===== src/rtl/mem_port_arbiter.sv =====
`timescale 1ns/1ps
// mem_port_arbiter
// Shares RAM port A between two requesters (m0 = CPU, m1 = DMA/text engine).
// Every access is a fixed four-state transaction: IDLE -> ADDR -> DATA -> ACK.
// Ties are resolved round-robin, or always in favour of m0 when FIXED_PRIO=1.
// Every output comes straight from a flop.
module mem_port_arbiter #(
  parameter int ADDR_W     = 15,
  parameter int DATA_W     = 16,
  parameter int FIXED_PRIO = 0
) (
  input  logic              clk,
  input  logic              reset,
  input  logic              enable,
  input  logic              m0_req,
  input  logic              m0_we,
  input  logic [ADDR_W-1:0] m0_addr,
  input  logic [DATA_W-1:0] m0_wdata,
  output logic              m0_ack,
  output logic [DATA_W-1:0] m0_rdata,
  input  logic              m1_req,
  input  logic              m1_we,
  input  logic [ADDR_W-1:0] m1_addr,
  input  logic [DATA_W-1:0] m1_wdata,
  output logic              m1_ack,
  output logic [DATA_W-1:0] m1_rdata,
  output logic              mem_we,
  output logic [ADDR_W-1:0] mem_addr,
  output logic [DATA_W-1:0] mem_din,
  input  logic [DATA_W-1:0] mem_dout,
  output logic [1:0]        grant,
  output logic              busy
);

  typedef enum logic [1:0] {
    IDLE = 2'd0,
    ADDR = 2'd1,
    DATA = 2'd2,
    ACK  = 2'd3
  } state_t;

  state_t              state, state_nxt;
  logic                last_m1, last_m1_nxt;   // last transaction went to m1
  logic                xfer_we, xfer_we_nxt;   // current transaction is a write
  logic                pick_m1;
  logic [1:0]          grant_nxt;
  logic                mem_we_nxt;
  logic [ADDR_W-1:0]   mem_addr_nxt;
  logic [DATA_W-1:0]   mem_din_nxt;
  logic                m0_ack_nxt, m1_ack_nxt;
  logic [DATA_W-1:0]   m0_rdata_nxt, m1_rdata_nxt;

  // Winner selection: a lone requester wins; on a tie, either m0 (fixed) or
  // whoever was not served last (round-robin).
  always_comb begin
    if (m0_req && m1_req) begin
      pick_m1 = (FIXED_PRIO == 0) && !last_m1;
    end else begin
      pick_m1 = m1_req;
    end
  end

  // Next-state and next-output logic for the transaction sequencer.
  always_comb begin
    // NOTE: every target gets a default before the case so no path leaves one
    // unassigned, which would otherwise infer a latch.
    state_nxt    = state;
    last_m1_nxt  = last_m1;
    xfer_we_nxt  = xfer_we;
    grant_nxt    = grant;
    mem_we_nxt   = 1'b0;
    mem_addr_nxt = mem_addr;
    mem_din_nxt  = mem_din;
    m0_ack_nxt   = 1'b0;
    m1_ack_nxt   = 1'b0;
    m0_rdata_nxt = m0_rdata;
    m1_rdata_nxt = m1_rdata;

    case (state)
      IDLE: begin
        if (enable && (m0_req || m1_req)) begin
          state_nxt    = ADDR;
          last_m1_nxt  = pick_m1;
          grant_nxt    = pick_m1 ? 2'b10 : 2'b01;
          xfer_we_nxt  = pick_m1 ? m1_we : m0_we;
          mem_we_nxt   = pick_m1 ? m1_we : m0_we;
          mem_addr_nxt = pick_m1 ? m1_addr : m0_addr;
          mem_din_nxt  = pick_m1 ? m1_wdata : m0_wdata;
        end
      end
      ADDR: begin
        // RAM samples address/data at the end of this cycle.
        state_nxt = DATA;
      end
      DATA: begin
        // Read data is valid now; capture it for the owner only.
        state_nxt = ACK;
        if (!xfer_we) begin
          if (grant[1]) begin
            m1_rdata_nxt = mem_dout;
          end else begin
            m0_rdata_nxt = mem_dout;
          end
        end
        m0_ack_nxt = grant[0];
        m1_ack_nxt = grant[1];
      end
      ACK: begin
        // Requests are ignored here so a requester can drop req after its ack.
        state_nxt = IDLE;
        grant_nxt = 2'b00;
      end
      default: begin
        state_nxt = IDLE;
        grant_nxt = 2'b00;
      end
    endcase
  end

  // State register and registered outputs; reset aborts any transaction.
  always_ff @(posedge clk or negedge reset) begin
    if (!reset) begin
      state    <= IDLE;
      last_m1  <= 1'b1;
      xfer_we  <= 1'b0;
      grant    <= 2'b00;
      busy     <= 1'b0;
      mem_we   <= 1'b0;
      mem_addr <= '0;
      mem_din  <= '0;
      m0_ack   <= 1'b0;
      m1_ack   <= 1'b0;
      m0_rdata <= '0;
      m1_rdata <= '0;
    end else begin
      // NOTE: non-blocking assignments make every flop sample pre-edge values,
      // so ordering inside this block cannot change behaviour.
      state    <= state_nxt;
      last_m1  <= last_m1_nxt;
      xfer_we  <= xfer_we_nxt;
      grant    <= grant_nxt;
      busy     <= (state_nxt != IDLE);
      mem_we   <= mem_we_nxt;
      mem_addr <= mem_addr_nxt;
      mem_din  <= mem_din_nxt;
      m0_ack   <= m0_ack_nxt;
      m1_ack   <= m1_ack_nxt;
      m0_rdata <= m0_rdata_nxt;
      m1_rdata <= m1_rdata_nxt;
    end
  end

endmodule


===== config.mk =====
export PLATFORM = sky130hd
export DESIGN_NAME = mem_port_arbiter
export DESIGN_NICKNAME = d
export VERILOG_FILES = /design/src/rtl/mem_port_arbiter.sv
export SDC_FILE = /design/constraint.sdc
export NUM_CORES = 1
export LEC_CHECK = 0
export CORE_ASPECT_RATIO = 0.6
export CORE_MARGIN = 2
export CORE_UTILIZATION = 35
export DETAILED_ROUTE_END_ITERATION = 6
export PLACE_DENSITY = 0.78
export SETUP_SLACK_MARGIN = 0.02
export SLEW_MARGIN = 20
export SYNTH_ARGS = -nofsm -noshare
export SYNTH_HDL_FRONTEND = slang
export SYNTH_SLANG_ARGS = --single-unit

===== constraint.sdc =====
create_clock -name clk -period 1.98 [get_ports clk]
set_clock_uncertainty 0.1 [all_clocks]
set_input_delay 0.297 -clock clk [delete_from_list [all_inputs] [get_ports clk]]
set_output_delay 0.297 -clock clk [all_outputs]
set_load 0.005 [all_outputs]

==> results by group <==
Routing
  • Antenna viol nets, final: 0
  • Routed WL per cell: 14.40 um
  • Top sig layer: met4
  • Vias: 2366
  • Vias/cell: 4.603
  • Iter 0 DRT Violations: 114
  • WL final: 7.404 mm
  • M1 wire length: 3.181 mm
  • WL met2: 3.438 mm
  • Drt pass-1 iters: 4
  • Metal3 WL: 731 um
  • DRC Markers: 0

Placement
  • Cell Count Post-Placement: 497
  • GP Congestion: 0.7357
  • Port bufs: 153
  • HPWL after detailed placement: 5.637 mm

Setup path
  • Worst-path cell chain: clkdlybuf4s50_1
  • Critical-path top delay cell: clkdlybuf4s50_1
  • Worst Setup End Kind: output port
  • CP arrival: 1.30 ns
  • WP depth: 1
  • R2R cell count: 5
  • Crit-path max cell delay: 0.56 ns
  • Crit path max fanout: 5
  • Required time of the worst setup path: 1.58 ns
  • FF-to-FF setup slack: 0.28 ns
  • Crit path buf inv count: 1
  • Reg-to-reg endpoint: m0_rdata[8]
  • Crit Reg-Reg Startpoint: state[0]
  • Crit Path Class: flip-flop to output port
  • Cell family with most CP delay: buffers and inverters
  • Kind of start point of the critical path: flip-flop

Clock network
  • Clock Latency Late Sink: 0.31 ns
  • CTS clk-pin slew, worst paths: 0.06 ns
  • Root Driver: clkbuf_16
  • CTS tree: yes
  • CTS buffer count: 9
  • H-tree depth: 3
  • Post-CTS sizing: 0
  • Clk sinks: 73
  • CTS Buffer Depth: 2

Global route
  • Pin count of the biggest net entering global routing: 55
  • Vias in the first global route: 2541
  • First-pass GRT wire length: 12.39 mm
  • Initial antenna violation count: 0
  • Congestion Overflow GR: 0
  • Total Routing Usage GR: 16.04%

Pwr
  • Internal: 0.005066 W
  • Switch Pwr: 0.002026 W
  • Maximum VDD drop: 0.5111 mV
  • Gate power share: 42.8%
  • Seq pwr share: 36.8%
  • Leak: 2.233 nW
  • Sw Ratio: 28.57%
  • Clk pwr share: 20.4%
  • Pwr dens: 1406 mW/mm^2

Finish
  • Number of nets in the layout: 485
  • Cell Count, Final, Fillers Out: 514
  • Share of cells above drive strength 1: 15.17%
  • Diodes inserted: 0
  • Layout Utilization: 59.18%
  • Fillers: 726
  • Area grow syn2layout: 64.20%

Logic synthesis
  • Largest cells by area after synthesis: dfrtp_1 59%, mux2_2 12%, mux2i_1 11%, o21ai_0 5.4%, nand2_1 4.2%
  • Synth warn: 0
  • Yosys top cell area share: 58.66%
  • Post-synthesis sequential area ratio: 59.51%
  • Most instantiated cells after synthesis: 72 x dfrtp_1, 34 x mux2i_1, 34 x nand2_1, 33 x o21ai_0, 32 x mux2_2
  • Post-synth design cell area: 0.003072 mm^2
  • Top FF cell, synth: dfrtp_1
  • Seq cells post-synth: 73
  • EDFF count, synth: 0
  • Synth unique cells: 25
  • Synthesized instance count: 241
  • Top-count cell post-synth: dfrtp_1
  • Net Count, Synth: 329
  • Post-synthesis average cell area: 12.75 um^2
  • Async S/R FF share, synth: 100.0%
  • Cell taking the most area after synthesis: dfrtp_1

Die
  • Die W: 124.9 um
  • Initial core utilization: 36.04%
  • Top-Level Pins: 154
  • Core Area: 0.008523 mm^2
  • Die area: 0.009566 mm^2
  • Die Height: 76.57 um
  • Std-Cell Rows: 26

Outcome
  • Status: finished, final reports clean

STA
  • Final min period: 1.700 ns
  • Sum of negative setup slack: 0 ns
  • Slew @ Worst Pin: 0.4790 ns
  • Final setup fails: 0
  • Slew HR: 68.07%
  • Max Clock Freq: 588.3 MHz
  • Hold Fails Final Rpt: 0
  • Period utilization: 85.86%
  • RSZ-0062 raised after global routing: false
  • Slew Limit Fails: 0

Hold path
  • Worst hold path endpoint: mem_din[11]
  • Hold Path Origin: mem_din[11]
  • HP Class: flip-flop to flip-flop
  • Hold path cells: 2

Run
  • Max-cap violations: 0
-- repair_timing --
| action | 4_1_cts | 5_1_grt |
|---|---|---|
| hold buffers | 1 | 0 |
| buffers inserted | 0 | 0 |
| hold endpoints to repair | 36 | 0 |
-- area by class of cell --
class / instances / area (um^2) / area share, %
Timing Repair Buffer: 160 / 1647 / 32.65
Multi-Input combinational cell: 151 / 1149 / 22.77
Inverter: 2 / 7.507 / 0.1488
Sequential cell: 73 / 1828 / 36.24
Tap cell: 112 / 140.1 / 2.778
Clock buffer: 9 / 225.2 / 4.465
Clock inverter: 7 / 47.55 / 0.9427
-- through the flow --
stage	total power (W)	setup slack (ns)	hold WS [ns]	instance area [um^2]
floorplan	0.003814	0.2200	-0.09859	3072
global placement	0.005616	0.09830	0.1868	4761
detailed placement	0.005713	0.05240	0.1952	4761
CTS	0.007208	0.2656	0.3836	5044
global route	0.007582	0.1725	0.3993	5044
finish	0.007092	0.2801	0.3735	5044
-- metal layers --
layer,vias up,global-route usage [%]
li1,1149,-
met2,89,26.07
met1,1124,19.53
met4,0,3.333
met3,4,7.865
met5,-,0
-- kinds of logic (layout without fill, tap and decap cells) --
group                    Yosys count  in the layout  share of synthesized area, %
buffers and inverters             17            178                         3.381
flip-flops                        73             73                         59.51
AO/OA/AOI/OAI                     37             37                         6.599
adder cells (fa/ha/maj)            3              3                         1.222
multiplexers                      66             66                         22.81
AND/OR/NAND/NOR                   45             45                         6.477
-- power by group through the flow --
| stage | logic [W] | clock network [W] | registers [W] |
|---|---|---|---|
| 2_1_floorplan | 0.00116 | 0 | 0.00266 |
| 3_3_place_gp | 0.00302 | 0 | 0.00260 |
| 3_5_place_dp | 0.00308 | 0 | 0.00263 |
| 4_1_cts | 0.00309 | 0.00150 | 0.00262 |
| 5_1_grt | 0.00330 | 0.00157 | 0.00271 |
| 6_report | 0.00303 | 0.00145 | 0.00261 |
-- registers in the layout, summed over array words and instances (netlist names) --
register  cells
mem_din      16
busy          1
grant         2
m0_rdata     16
mem_addr     15
m0_ack        1
mem_we        1
m1_rdata     16
xfer_we       1
last_m1       1
m1_ack        1
state         2
-- worst max-delay path by stage --
stage / start / endpoint / slack [ns]
final: grant[1] / grant[1] / 0.28
after floorplan: state[0] / m0_rdata[10] / 0.22
after CTS: state[0] / m0_rdata[14] / 0.27
after global placement: m0_req / xfer_we / 0.1
after global routing: state[0] / m0_rdata[14] / 0.17
after detailed placement: m1_req / xfer_we / 0.05
-- cell usage in the layout, fill, tap and decap left out, types with 2 or more instances in the layout --
cell type and instances:
o21ai_0 33, buf_4 2, nand3_1 3, nand2_1 34, clkdlybuf4s50_1 152, dfrtp_1 72, clkinv_4 2, buf_12 5
clkinv_2 3, clkinvlp_4 2, mux2_2 32, clkbuf_16 9, mux2i_1 34, ha_1 3, inv_1 2
No activity file was read; power rests on OpenSTA's default activity.
